### src/rtl/tlul_arbiter_2m1s.sv
// tlul_arbiter_2m1s
// Two TL-UL masters share one slave. The A channel is granted round-robin
// through a two-state arbiter (IDLE grants, BUSY presents the beat). The D
// channel is routed combinationally, using the master index that was tagged
// onto the MSB of the slave-side source.
//
// Ports
//   clk_100, reset            : clock and synchronous active-high reset
//   m0_a_* / m1_a_*           : A channel from masters 0 and 1 (valid/ready + payload)
//   m0_d_* / m1_d_*           : D channel to masters 0 and 1 (valid/ready + payload)
//   s_a_*                     : A channel to the slave; s_a_source = {master, source}
//   s_d_*                     : D channel from the slave
//   err_unexpected_d          : registered pulse, set after a D beat for a master
//                               that had nothing outstanding
//   dbg_state_o, dbg_grant_o,
//   dbg_rr_ptr_o, dbg_cnt0_o,
//   dbg_cnt1_o                : arbiter state, grant, preferred master and
//                               per-master outstanding counts
//
// Handshake: a beat transfers on a rising edge where valid and ready are both
// high. Valid never depends combinationally on ready. The slave-side s_a_valid
// depends only on registered state and the granted master's valid.
module tlul_arbiter_2m1s #(
  parameter int ADDR_WIDTH      = 32,
  parameter int DATA_WIDTH      = 32,
  parameter int MASK_WIDTH      = DATA_WIDTH / 8,
  parameter int SIZE_WIDTH      = 3,
  parameter int SRC_WIDTH       = 4,
  parameter int SINK_WIDTH      = 1,
  parameter int OPCODE_WIDTH    = 3,
  parameter int PARAM_WIDTH     = 3,
  parameter int MAX_OUTSTANDING = 4,
  localparam int CNT_WIDTH      = $clog2(MAX_OUTSTANDING + 1)
) (
  input  logic                    clk_100,
  input  logic                    reset,
  // master 0 A
  input  logic                    m0_a_valid,
  output logic                    m0_a_ready,
  input  logic [OPCODE_WIDTH-1:0] m0_a_opcode,
  input  logic [PARAM_WIDTH-1:0]  m0_a_param,
  input  logic [SIZE_WIDTH-1:0]   m0_a_size,
  input  logic [SRC_WIDTH-1:0]    m0_a_source,
  input  logic [ADDR_WIDTH-1:0]   m0_a_address,
  input  logic [MASK_WIDTH-1:0]   m0_a_mask,
  input  logic [DATA_WIDTH-1:0]   m0_a_data,
  // master 1 A
  input  logic                    m1_a_valid,
  output logic                    m1_a_ready,
  input  logic [OPCODE_WIDTH-1:0] m1_a_opcode,
  input  logic [PARAM_WIDTH-1:0]  m1_a_param,
  input  logic [SIZE_WIDTH-1:0]   m1_a_size,
  input  logic [SRC_WIDTH-1:0]    m1_a_source,
  input  logic [ADDR_WIDTH-1:0]   m1_a_address,
  input  logic [MASK_WIDTH-1:0]   m1_a_mask,
  input  logic [DATA_WIDTH-1:0]   m1_a_data,
  // master 0 D
  output logic                    m0_d_valid,
  input  logic                    m0_d_ready,
  output logic [OPCODE_WIDTH-1:0] m0_d_opcode,
  output logic [PARAM_WIDTH-1:0]  m0_d_param,
  output logic [SIZE_WIDTH-1:0]   m0_d_size,
  output logic [SRC_WIDTH-1:0]    m0_d_source,
  output logic [SINK_WIDTH-1:0]   m0_d_sink,
  output logic [DATA_WIDTH-1:0]   m0_d_data,
  output logic                    m0_d_error,
  // master 1 D
  output logic                    m1_d_valid,
  input  logic                    m1_d_ready,
  output logic [OPCODE_WIDTH-1:0] m1_d_opcode,
  output logic [PARAM_WIDTH-1:0]  m1_d_param,
  output logic [SIZE_WIDTH-1:0]   m1_d_size,
  output logic [SRC_WIDTH-1:0]    m1_d_source,
  output logic [SINK_WIDTH-1:0]   m1_d_sink,
  output logic [DATA_WIDTH-1:0]   m1_d_data,
  output logic                    m1_d_error,
  // slave A
  output logic                    s_a_valid,
  input  logic                    s_a_ready,
  output logic [OPCODE_WIDTH-1:0] s_a_opcode,
  output logic [PARAM_WIDTH-1:0]  s_a_param,
  output logic [SIZE_WIDTH-1:0]   s_a_size,
  output logic [SRC_WIDTH:0]      s_a_source,
  output logic [ADDR_WIDTH-1:0]   s_a_address,
  output logic [MASK_WIDTH-1:0]   s_a_mask,
  output logic [DATA_WIDTH-1:0]   s_a_data,
  // slave D
  input  logic                    s_d_valid,
  output logic                    s_d_ready,
  input  logic [OPCODE_WIDTH-1:0] s_d_opcode,
  input  logic [PARAM_WIDTH-1:0]  s_d_param,
  input  logic [SIZE_WIDTH-1:0]   s_d_size,
  input  logic [SRC_WIDTH:0]      s_d_source,
  input  logic [SINK_WIDTH-1:0]   s_d_sink,
  input  logic [DATA_WIDTH-1:0]   s_d_data,
  input  logic                    s_d_error,
  // status / debug
  output logic                    err_unexpected_d,
  output logic                    dbg_state_o,
  output logic                    dbg_grant_o,
  output logic                    dbg_rr_ptr_o,
  output logic [CNT_WIDTH-1:0]    dbg_cnt0_o,
  output logic [CNT_WIDTH-1:0]    dbg_cnt1_o
);

  typedef enum logic {IDLE = 1'b0, BUSY = 1'b1} state_e;

  localparam logic [CNT_WIDTH-1:0] CNT_MAX = CNT_WIDTH'(MAX_OUTSTANDING);
  localparam logic [CNT_WIDTH-1:0] CNT_ONE = CNT_WIDTH'(1);

  state_e               state_q, state_d;
  logic                 grant_q, grant_d;
  logic                 rr_ptr_q, rr_ptr_d;
  logic [CNT_WIDTH-1:0] cnt0_q, cnt0_d, cnt1_q, cnt1_d;
  logic                 err_q, err_d;

  logic elig0, elig1, gnt_valid, a_hs, a_hs0, a_hs1;
  logic d_sel, d_hs, d_hs0, d_hs1;

  // Eligibility uses the registered count, so a D beat retiring the last slot
  // only re-enables the master from the following cycle.
  assign elig0     = m0_a_valid && (cnt0_q < CNT_MAX);
  assign elig1     = m1_a_valid && (cnt1_q < CNT_MAX);
  assign gnt_valid = grant_q ? m1_a_valid : m0_a_valid;

  // A-channel mux: only the granted master is visible, and only in BUSY.
  assign s_a_valid   = !reset && (state_q == BUSY) && gnt_valid;
  assign m0_a_ready  = !reset && (state_q == BUSY) && !grant_q && s_a_ready;
  assign m1_a_ready  = !reset && (state_q == BUSY) &&  grant_q && s_a_ready;
  assign s_a_opcode  = grant_q ? m1_a_opcode  : m0_a_opcode;
  assign s_a_param   = grant_q ? m1_a_param   : m0_a_param;
  assign s_a_size    = grant_q ? m1_a_size    : m0_a_size;
  assign s_a_source  = {grant_q, (grant_q ? m1_a_source : m0_a_source)};
  assign s_a_address = grant_q ? m1_a_address : m0_a_address;
  assign s_a_mask    = grant_q ? m1_a_mask    : m0_a_mask;
  assign s_a_data    = grant_q ? m1_a_data    : m0_a_data;

  assign a_hs  = s_a_valid && s_a_ready;
  assign a_hs0 = a_hs && !grant_q;
  assign a_hs1 = a_hs &&  grant_q;

  // D-channel routing by the tag bit the arbiter put on the request.
  assign d_sel      = s_d_source[SRC_WIDTH];
  assign m0_d_valid = !reset && s_d_valid && !d_sel;
  assign m1_d_valid = !reset && s_d_valid &&  d_sel;
  assign s_d_ready  = !reset && (d_sel ? m1_d_ready : m0_d_ready);
  assign d_hs       = s_d_valid && s_d_ready;
  assign d_hs0      = d_hs && !d_sel;
  assign d_hs1      = d_hs &&  d_sel;

  assign m0_d_opcode = s_d_opcode;
  assign m0_d_param  = s_d_param;
  assign m0_d_size   = s_d_size;
  assign m0_d_source = s_d_source[SRC_WIDTH-1:0];
  assign m0_d_sink   = s_d_sink;
  assign m0_d_data   = s_d_data;
  assign m0_d_error  = s_d_error;
  assign m1_d_opcode = s_d_opcode;
  assign m1_d_param  = s_d_param;
  assign m1_d_size   = s_d_size;
  assign m1_d_source = s_d_source[SRC_WIDTH-1:0];
  assign m1_d_sink   = s_d_sink;
  assign m1_d_data   = s_d_data;
  assign m1_d_error  = s_d_error;

  // Arbiter next state.
  always_comb begin
    state_d  = state_q;
    grant_d  = grant_q;
    rr_ptr_d = rr_ptr_q;
    case (state_q)
      IDLE: begin
        if (elig0 || elig1) begin
          state_d = BUSY;
          if (rr_ptr_q ? elig1 : elig0) grant_d = rr_ptr_q;
          else                          grant_d = !rr_ptr_q;
        end
      end
      BUSY: begin
        if (a_hs) begin
          state_d  = IDLE;
          rr_ptr_d = !grant_q;
        end else if (!gnt_valid) begin
          // Granted master withdrew its request: give up the grant and keep
          // the same preference so nobody loses their turn.
          state_d = IDLE;
        end
      end
      default: state_d = IDLE;
    endcase
  end

  // Outstanding accounting. A D beat at count 0 is forwarded but flagged and
  // the counter stays at 0.
  always_comb begin
    cnt0_d = cnt0_q;
    cnt1_d = cnt1_q;
    if (a_hs0 && !d_hs0)                         cnt0_d = cnt0_q + CNT_ONE;
    else if (d_hs0 && !a_hs0 && cnt0_q != '0)    cnt0_d = cnt0_q - CNT_ONE;
    if (a_hs1 && !d_hs1)                         cnt1_d = cnt1_q + CNT_ONE;
    else if (d_hs1 && !a_hs1 && cnt1_q != '0)    cnt1_d = cnt1_q - CNT_ONE;
    err_d = (d_hs0 && cnt0_q == '0) || (d_hs1 && cnt1_q == '0);
  end

  always_ff @(posedge clk_100) begin
    if (reset) begin
      state_q  <= IDLE;
      grant_q  <= 1'b0;
      rr_ptr_q <= 1'b0;
      cnt0_q   <= '0;
      cnt1_q   <= '0;
      err_q    <= 1'b0;
    end else begin
      state_q  <= state_d;
      grant_q  <= grant_d;
      rr_ptr_q <= rr_ptr_d;
      cnt0_q   <= cnt0_d;
      cnt1_q   <= cnt1_d;
      err_q    <= err_d;
    end
  end

  assign err_unexpected_d = err_q;
  assign dbg_state_o      = state_q;
  assign dbg_grant_o      = grant_q;
  assign dbg_rr_ptr_o     = rr_ptr_q;
  assign dbg_cnt0_o       = cnt0_q;
  assign dbg_cnt1_o       = cnt1_q;

endmodule

### config.mk
export PLATFORM = sky130hd
export DESIGN_NAME = tlul_arbiter_2m1s
export DESIGN_NICKNAME = d
export VERILOG_FILES = /design/src/rtl/tlul_arbiter_2m1s.sv
export SDC_FILE = /design/constraint.sdc
export NUM_CORES = 1
export LEC_CHECK = 0
export CAP_MARGIN = 10
export CORE_AREA = 2 2 161 163
export CTS_BUF_LIST = sky130_fd_sc_hd__clkbuf_8
export CTS_CLUSTER_DIAMETER = 40
export DETAILED_ROUTE_END_ITERATION = 12
export DIE_AREA = 0 0 163 165
export PLACE_DENSITY = 0.53
export SLEW_MARGIN = 25
export SYNTH_ARGS = -nofsm -noshare
export SYNTH_HDL_FRONTEND = slang
export SYNTH_SLANG_ARGS = --single-unit
### constraint.sdc
create_clock -name clk_100 -period 3.85 [get_ports clk_100]
set_clock_uncertainty 0.1 [all_clocks]
set_input_delay 0.77 -clock clk_100 [delete_from_list [all_inputs] [get_ports clk_100]]
set_output_delay 0.77 -clock clk_100 [all_outputs]
set_load 0.02 [all_outputs]
==> metrics <==
H-tree depth 1; Unique masters post-synth 36; Die Ht roughly 170 µm; TritonRoute pass-1 iters 4; max-cap viol count 0; VDD IR max approximately 110 µV; Worst Reg-to-Reg Cells 7; aggregate global routing overflow 0; adder-cell share of the synthesized area 0.01708; clock root buffer clkbuf_8; Post-Synthesis Cells approximately 260; largest family of logic cells by synthesized area multiplexers; Antenna Cells 0; Resize count post-CTS 0; fin crit share 0.8462; Post-route DRC 0; Net Sw Frac 0.3444; xor/xnor share of the synthesized area 0; crit path cell chain clkdlybuf4s50_1, and4b_1, clkdlybuf4s50_1; Register Area slightly above 200 µm²; ratio of cells with drive above 1 in the final layout 0.2342; Crit. End Element output port; HP Start dbg_cnt1_o[1]; Final Wtd Congestion about 0.69; Clock Sinks 10; number of global-route vias before repair around 2,300; sequential fraction of the synthesis area 0.08538; CTS tree yes; flop2flop setup slack 1.18 ns; final-layout fill cell count 2,776; WL/cell 17.05 µm; Cell Rows between 50 and 60; worst flop-to-flop path endpoint dbg_cnt1_o[2]; setup ws final slightly below 0.6 ns; Hold Fails Final Rpt 0; Worst-Margin Slew about 0.62 ns; Clock power frac 0.129; #FFs+latches synth 10; dominant cell type by area after synthesis mux2_2; hold-fix buffers at CTS 0; Starting Density 0.09365; worst hold path type flip-flop to flip-flop; worst min-delay path endpoint dbg_cnt1_o[1]; worst hold path depth 2; Synth Area in Compound Gates 0.06510; WS Path Type primary input to output port; postcts setup bufs 0; I/O pins between 400 and 500; combinational share of power 0.722; WL final around 13 mm; NetSw between 0.0002 and 0.0003 W; Power Density between 150 and 200 nW/µm²; fmax between 300 and 400 MHz; ranking of synthesized cells by area mux2_2, buf_4, dfxtp_1; DR vias approximately 2,500; Syn-to-layout area delta 103.0%; DP Worst Slack about 0.57 ns; synthesized area 2345 µm²; Post-Synth Simple-Gate Area 0.08485; Sum Neg Setup Slack 0 ns; max-slew violations 0; Avg Inst Size Synth 9.159 µm²; slew margin rel. 0.5849; Die Width 163 µm; clock slew at reported path FFs roughly 0.040 ns; WP data arrival between 2 and 2.5 ns; unrepaired setup endpoints after global routing false; CP startpoint kind primary input; most frequent cell on the critical path clkdlybuf4s50_1; reg2reg start dbg_grant_o; synth warn 0; Total GRT Usage 0.08168; status completed; CTS Buf Count 3; power share of the sequential group 0.149; initial antenna violation count 1; clock latency on the worst-skew pair approximately 0.23 ns; vias per cell 3.268; Synth top area share 0.3938; Cell Int Power ~0.00055 W; multi-input logic area approximately 1300 µm²; first-pass GRT wire length approximately 16 mm; clock period minus worst slack roughly 3.3 ns; CP max FO 6; port bufs approximately 270; Mapped Nets ~480; total core area between 20,000 and 30,000 µm²; DP Wirelength 11.22 mm; largest net degree at the start of global routing 38; Routed Antenna Nets 0; Final setup viols 0; Final nets around 650; Static Leak about 1.6 nW; post-synthesis mux area share 0.4023; Critical Path RT around 3.0 ns; Die ar. approximately 27,000 µm²; Critical Path Max Stage Delay between 0.7 and 0.8 ns; Crit-path slowest cell clkdlybuf4s50_1; Max clock buf depth 2; initial DRC count 63
## synth_stat cells
master and n:
and3_2 1, nor2_1 2, inv_1 6, buf_2 8, dfxtp_1 10, fa_1 2
clkbuf_2 1, mux2_2 82, nor2b_1 1, o21ai_0 5, buf_6 1, o311ai_0 1
and4b_1 1, and4_2 1, nand2_1 3, a211oi_2 2, nor3_1 6, a31o_2 1
and3_1 4, nand4b_1 1, mux2i_1 2, nor3b_2 1, a21o_1 1, o21ai_1 2
a21oi_1 1, clkbuf_8 1, and4bb_4 1, o41ai_1 2, nor3b_1 4, a211oi_1 1
a32o_1 1, a2111oi_4 1, clkbuf_1 1, nand2b_1 2, nand4bb_1 1, buf_4 95
## power by group through the flow
stage	Combinational [W]	Clock, W	Sequential [W]
after global placement	0.000611	0	0.000129
final	0.000609	0.000109	0.000125
after global routing	0.000637	0.000120	0.000128
after floorplan	0.000385	0	0.000121
after detailed placement	0.000610	0	0.000128
after CTS	0.000615	0.000114	0.000127
## metrics by stage
stage	hold slack [ns]	power, W	instance area (µm²)	utilization	std cells
global route	0.4624	0.0008853	4760	0.1901	757
floorplan	0.4779	0.0005061	2345	-	256
finish	0.4300	0.0008429	4760	0.1901	757
global placement	0.4238	0.0007400	4715	0.1883	753
CTS	0.4339	0.0008560	4760	0.1901	757
detailed placement	0.4269	0.0007387	4715	0.1883	753
## final cells by class
type                    instances  share of cell area
repair buffers                274              0.5757
multi-input cells             133              0.2805
well taps                     330             0.08675
flip-flops and latches         10             0.04285
clock buffers                   3            0.008675
inverters                       6            0.004732
clock inverters                 1           0.0007886
## layer usage
layer / routed length [µm] / track usage / up-vias
met1: 5106 / 0.1011 / 1108
met2: 5995 / 0.1298 / 219
met5: 0 / 0 / -
met4: 21 / 0.008850 / 0
li1: - / - / 1145
met3: 1786 / 0.04294 / 2
## worst max-delay path, delay by kind of cell
family	cells	cell delay (ns)
buf+inv	2	1.21
simple gates	1	0.39
## cell usage in the layout, fill, tap and decap left out, drive strengths merged, types with 3 or more instances in the layout
cell and count:
and3 5, nor3 6, buf 6, o21ai 7, dfxtp 10, nand2 3, a211oi 3, clkdlybuf4s50 268
inv 7, mux2 82, clkbuf 3, nor3b 5
## registers in the layout, indices dropped and copies added, names as in the netlist
name / flops
dbg_cnt0_o: 3
err_unexpected_d: 1
dbg_state_o: 1
dbg_cnt1_o: 3
dbg_rr_ptr_o: 1
dbg_grant_o: 1
## cell families after synthesis
family / count (synthesis)
simple gates: 29
mux: 84
flops: 10
fa+ha+maj: 2
compound gates: 18
buf+inv: 113
## worst max path at each step
stage                     slack, ns  startpoint  depth (start not counted)       endpoint
final                          0.59   s_a_ready                          3     m1_a_ready
after global routing           0.51       reset                          4     m0_d_valid
after CTS                      0.57   s_a_ready                          3     m1_a_ready
after detailed placement       0.57   s_a_ready                          3     m1_a_ready
after global placement         0.56   s_a_ready                          3     m1_a_ready
after floorplan                1.32       reset                          8  dbg_cnt1_o[2]
No activity file was read; power rests on OpenSTA's default activity.
